==> config.mk <==
export PLATFORM = sky130hd
export DESIGN_NAME = png_stream_sched
export DESIGN_NICKNAME = d
export VERILOG_FILES = /design/src/rtl/png_stream_sched.sv
export SDC_FILE = /design/constraint.sdc
export NUM_CORES = 1
export LEC_CHECK = 0
export BUFFER_PORTS_ARGS = -buffer_cell sky130_fd_sc_hd__buf_2
export CAP_MARGIN = 30
export CORE_MARGIN = 3
export CORE_UTILIZATION = 47
export CTS_CLUSTER_DIAMETER = 40
export DETAILED_ROUTE_END_ITERATION = 10
export HOLD_SLACK_MARGIN = 0.08
export PLACE_DENSITY = 0.71
export SLEW_MARGIN = 30
export SYNTH_ARGS = -nofsm -noshare
export SYNTH_HDL_FRONTEND = slang
export SYNTH_SLANG_ARGS = --single-unit
==> constraint.sdc <==
create_clock -name clk -period 4.71 [get_ports clk]
set_clock_uncertainty 0.2 [all_clocks]
set_input_delay 0.2355 -clock clk [delete_from_list [all_inputs] [get_ports clk]]
set_output_delay 0.2355 -clock clk [all_outputs]
set_load 0.1 [all_outputs]
==> src/rtl/png_stream_sched.sv <==
// Shares one PNG decoder between N_SRC byte-stream sources, one whole file at a time.
// Tracks decoded pixels against the frame size and recovers stalled files via a watchdog.
module png_stream_sched #(
  parameter int          N_SRC   = 4,
  parameter int          SRC_W   = $clog2(N_SRC),
  parameter logic [31:0] TIMEOUT = 32'd65535
) (
  input  logic               clk,
  input  logic               rstn,
  input  logic [N_SRC-1:0]   s_ivalid,
  output logic [N_SRC-1:0]   s_iready,
  input  logic [8*N_SRC-1:0] s_ibyte,
  input  logic [N_SRC-1:0]   s_ilast,
  output logic               d_rst,
  output logic               d_ivalid,
  input  logic               d_iready,
  output logic [7:0]         d_ibyte,
  input  logic               d_newframe,
  input  logic [13:0]        d_width,
  input  logic [31:0]        d_height,
  input  logic               d_ovalid,
  output logic [SRC_W-1:0]   osrc,
  output logic               oframe_done,
  output logic               otimeout,
  output logic               busy
);

  typedef enum logic [2:0] {
    IDLE    = 3'd0,
    STREAM  = 3'd1,
    DRAIN   = 3'd2,
    RECOVER = 3'd3,
    FLUSH   = 3'd4
  } state_t;

  state_t           r_state;
  state_t           w_state_nxt;
  logic [SRC_W-1:0] r_gnt;
  logic [SRC_W-1:0] r_rr_ptr;
  logic             r_fdone;
  logic             r_lastseen;
  logic [13:0]      r_fw;
  logic [13:0]      r_col;
  logic [31:0]      r_fh;
  logic [31:0]      r_row;
  logic [31:0]      r_wdog;
  logic             r_frame_done;
  logic             r_timeout;
  logic [1:0]       r_rst_cnt;
  logic             r_rec_cnt;

  logic [SRC_W-1:0] w_idx;
  logic [SRC_W-1:0] w_sel;
  logic             w_any;
  logic             w_grant;
  logic [7:0]       w_src_byte;
  logic             w_track;
  logic             w_hs;
  logic             w_last_hs;
  logic             w_zero_frame;
  logic             w_col_end;
  logic             w_complete;
  logic             w_act;
  logic             w_wd_fire;

  // Round-robin search starting at r_rr_ptr, wrapping at N_SRC.
  always_comb begin
    w_any = 1'b0;
    w_sel = '0;
    w_idx = '0;
    for (int i = 0; i < N_SRC; i++) begin
      w_idx = SRC_W'((int'(r_rr_ptr) + i) % N_SRC);
      if (!w_any && s_ivalid[w_idx]) begin
        w_any = 1'b1;
        w_sel = w_idx;
      end
    end
  end

  // No grant while the decoder is still held in its post-reset window.
  assign w_grant      = w_any && (r_rst_cnt == 2'd0);
  assign w_src_byte   = s_ibyte[{r_gnt, 3'b000} +: 8];
  assign w_track      = (r_state == STREAM) || (r_state == DRAIN);
  assign w_hs         = (r_state == STREAM) && s_ivalid[r_gnt] && d_iready;
  assign w_last_hs    = w_hs && s_ilast[r_gnt];
  assign w_zero_frame = (d_width == 14'd0) || (d_height == 32'd0);
  assign w_col_end    = (r_col == r_fw - 14'd1);
  assign w_complete   = w_track && (d_newframe ? w_zero_frame
                        : (d_ovalid && w_col_end && (r_row == r_fh - 32'd1)));
  assign w_act        = w_hs || d_ovalid || d_newframe;
  assign w_wd_fire    = w_track && !w_act && (r_wdog == TIMEOUT - 32'd1);

  always_ff @(posedge clk or negedge rstn) begin
    if (!rstn) r_state <= IDLE;
    else       r_state <= w_state_nxt;
  end

  always_comb begin
    w_state_nxt = r_state;
    s_iready    = '0;
    d_ivalid    = 1'b0;
    d_ibyte     = 8'd0;
    case (r_state)
      IDLE: begin
        if (w_grant) w_state_nxt = STREAM;
      end
      STREAM: begin
        d_ivalid        = s_ivalid[r_gnt];
        d_ibyte         = w_src_byte;
        s_iready[r_gnt] = d_iready;
        if (w_wd_fire)      w_state_nxt = RECOVER;
        else if (w_last_hs) w_state_nxt = (r_fdone || w_complete) ? IDLE : DRAIN;
      end
      DRAIN: begin
        if (w_wd_fire)       w_state_nxt = RECOVER;
        else if (w_complete) w_state_nxt = IDLE;
      end
      RECOVER: begin
        if (r_rec_cnt) w_state_nxt = r_lastseen ? IDLE : FLUSH;
      end
      FLUSH: begin
        s_iready[r_gnt] = 1'b1;
        if (s_ivalid[r_gnt] && s_ilast[r_gnt]) w_state_nxt = IDLE;
      end
      default: w_state_nxt = IDLE;
    endcase
  end

  always_ff @(posedge clk or negedge rstn) begin
    if (!rstn) begin
      r_gnt        <= '0;
      r_rr_ptr     <= '0;
      r_fdone      <= 1'b0;
      r_lastseen   <= 1'b0;
      r_fw         <= 14'd0;
      r_fh         <= 32'd0;
      r_col        <= 14'd0;
      r_row        <= 32'd0;
      r_wdog       <= 32'd0;
      r_frame_done <= 1'b0;
      r_timeout    <= 1'b0;
      r_rst_cnt    <= 2'd2;
      r_rec_cnt    <= 1'b0;
    end else begin
      r_frame_done <= w_complete;
      r_timeout    <= w_wd_fire;
      r_rec_cnt    <= (r_state == RECOVER) && !r_rec_cnt;
      if (r_rst_cnt != 2'd0) r_rst_cnt <= r_rst_cnt - 2'd1;
      if (r_state == IDLE && w_grant) begin
        r_gnt      <= w_sel;
        r_rr_ptr   <= SRC_W'((int'(w_sel) + 1) % N_SRC);
        r_fdone    <= 1'b0;
        r_lastseen <= 1'b0;
        r_fw       <= 14'd0;
        r_fh       <= 32'd0;
        r_col      <= 14'd0;
        r_row      <= 32'd0;
        r_wdog     <= 32'd0;
      end
      if (w_track) begin
        if (d_newframe) begin
          r_fw  <= d_width;
          r_fh  <= d_height;
          r_col <= 14'd0;
          r_row <= 32'd0;
        end else if (d_ovalid) begin
          if (w_col_end) begin
            r_col <= 14'd0;
            r_row <= r_row + 32'd1;
          end else begin
            r_col <= r_col + 14'd1;
          end
        end
        if (w_complete) r_fdone <= 1'b1;
        if (w_last_hs)  r_lastseen <= 1'b1;
        r_wdog <= w_act ? 32'd0 : r_wdog + 32'd1;
      end
    end
  end

  assign d_rst       = (r_rst_cnt != 2'd0) || (r_state == RECOVER);
  assign osrc        = r_gnt;
  assign oframe_done = r_frame_done;
  assign otimeout    = r_timeout;
  assign busy        = (r_state != IDLE);

endmodule

==> results_dict.tcl <==
set metrics [dict create \
    pre_cts_ws_ns 0.650 \
    timing.setup.tns_ns 0 \
    period_needed_ns 4.10 \
    syn_area_sq_um 9010 \
    synth_edf_count 0 \
    diodes 0 \
    syn_to_final_growth_pct 20.4 \
    cts-root-buf "clkbuf_16" \
    die-area_sq_um 20900 \
    die_x_um 144 \
    seq_area_frac_synth_pct 38.3 \
    relSlewSlack_pct 44.1 \
    ios 110 \
    outcome "completed" \
    drv_slew 0 \
    synth-seq-cells 138 \
    synthTopCellsByArea "dfrtp_1 (38%), a22o_1 (4.9%), nand2_1 (4.5%)" \
    vias 8565 \
    design_power_total_mw 5.84 \
    drive_above_1_share_pct 16.1 \
    clkSinkCount 138 \
    crit_required_ns 4.88 \
    p_leak_nw 4.68 \
    clk_latency_ns 0.43 \
    min_path_type "input pin to flop" \
    grt_usage_pct 23.5 \
    setup_violations 0 \
    fin_crit_sh_pct 87.0 \
    grt_pass1_vias 8016 \
    clk_pin_slew_worst_paths_ns 0.06 \
    die_h_um 144 \
    start_util_pct 48.0 \
    hold_viol 0 \
    cts_buffer_depth 2 \
    synthArstFlopShare_pct 100 \
    critical_path_class "flop to flop" \
    synthMostInstantiatedCell "dfrtp_1" \
    drv_cap 0 \
    p_per_area_nw_per_um2 538 \
    hpwl_um 16300 \
    peakVddDrop_uv 274 \
    wl_per_cell_um 17.3 \
    synth_fp_nets 1136 \
    grt.overflow.total 0 \
    finalWirelength_um 24300 \
    vias_per_cell 6.10 \
    tightest_slew_ns 0.839 \
    netlist_instances 1038 \
    htreeDepth 4 \
    place.gp.congestion 0.861 \
    rows 50 \
    grt_pass1_wl_um 39600 \
    netlist_top_cells_count "dfrtp_1 (137), nand2_1 (108), o21ai_0 (81), clkbuf_1 (61), nor2_1 (59)" \
    cts_tree "built" \
    antenna_found_initial 0 \
    drt_pass1_iterations 5 \
    port_buffers 109 \
    cts_made_buffers 17 \
    crit_fanout 10 \
    rsz0062_at_grt "no" \
    reg2reg_slack_ns 0.61 \
    worst_slack_ns 0.610 \
    crit_arrival_ns 4.27 \
    drtIter0Drc 456 \
    yosysUniqueCellTypes 65 \
    synthFlopType "dfrtp_1" \
    yosysWarnings 0 \
    coreArea_sq_um 18800 \
    grt_max_degree 104 \
    post_cts_buffers 0 \
    nets 1256 \
    cp-end-kind "flop" \
    yosys.area.top_type "dfrtp_1" \
    drc_errors 0 \
    ant_nets 0 \
    postSynthAreaPerCell_sq_um 8.68 \
    yosysTopAreaCellShare_pct 38.0 \
    cp-start-kind "flop" \
    timing.fmax_mhz 244 \
]
## power breakdown
group / switching (mW) / leakage, nW / internal (mW)
clock: 0.527 / 0.291 / 0.884
sequential: 0.313 / 1.87 / 1.36
combinational: 1.77 / 2.51 / 0.983
## logic make-up (layout without fill, tap and decap cells)
group / after synthesis / count (layout) / synth area share [%]
adder cells (fa/ha/maj): 7 / 7 / 0.972
flip-flops: 138 / 138 / 38.3
AO/OA/AOI/OAI: 278 / 278 / 20.4
buffers and inverters: 93 / 226 / 4.05
XOR/XNOR: 65 / 65 / 6.32
multiplexers: 32 / 32 / 5.02
AND/OR/NAND/NOR: 425 / 425 / 24.9
## layout by cell type (no fill, tap or decap), drive strengths merged, types with 6 or more instances in the layout
cell type and count:
xnor2 33, ha 7, xor2 32, nand2b 8, mux2 6, a22o 50, and2 22, or3 8
o31ai 19, and3 29, mux4 10, nor2 59, buf 119, a31oi 16, nor3b 13, clkbuf 18
and4 8, nor4 36, a21oi 48, o21ai 82, nor3 31, dfrtp 137, nand4 21, inv 24
mux2i 16, o22ai 7, nand2 108, or4 11, o21a 6, dlygate4sd3 51, nand3 48, a21o 8
## cell type report
type                            count  area (sq um)
Multi-Input combinational cell    807          5220
Clock inverter                     15           199
Clock buffer                       17           425
Tap cell                          234           293
Sequential cell                   138          3450
Timing Repair Buffer              171          1180
Inverter                           23          86.3
Fill cell                        1654          7910
## critical path, stage by stage (launching register included)
cell and delay [ns]:
dfrtp_1 0.43, inv_1 0.08, ha_1 0.24, or4b_2 0.67, or4_1 0.45, xnor2_1 0.14, or4_1 0.44, or4_1 0.60
or4_1 0.53, a31oi_1 0.18, a21o_1 0.10
## flip-flops by register name, indices dropped and copies added (netlist names), 3 cells and up
| signal | count |
|---|---|
| r_col | 14 |
| r_fh | 32 |
| r_fw | 14 |
| r_row | 32 |
| r_state | 3 |
| r_wdog | 32 |
## layer usage
| layer | track usage [%] | routed length (um) | vias up |
|---|---|---|---|
| met2 | 37.3 | 11300 | 281 |
| met4 | 7.81 | 428 | 0 |
| met5 | 0 | 0 | - |
| met1 | 32.5 | 11200 | 4135 |
| li1 | - | - | 4116 |
| met3 | 4.17 | 1380 | 33 |
## path summary, 6_finish.rpt
kind                                  start      endpoint  cells past startpoint
worst max-delay path                r_fw[0]     r_row[18]                     10
worst max register to register      r_fw[0]     r_row[18]                     10
worst min-delay path            s_ivalid[1]       osrc[1]                      4
min in group asynchronous              rstn       r_fh[1]                      2
worst min register to register    r_rec_cnt     r_rec_cnt                      1
max in group asynchronous              rstn  r_rst_cnt[1]                      3
## metrics by stage
stage	area, sq um	utilization (%)	cells	hold WS (ns)
floorplan	9010	-	1038	-0.260
global placement	9690	51.6	1321	0.220
detailed placement	9690	51.6	1321	0.225
CTS	10800	57.7	1404	0.124
global route	10900	57.8	1405	0.222
finish	10900	57.8	1405	0.136
## repair_timing
item,CTS,global route
hold buffers,51,0
hold endpoints to repair,155,0
resized for setup,0,0
Power figures use the tool's default switching activity.
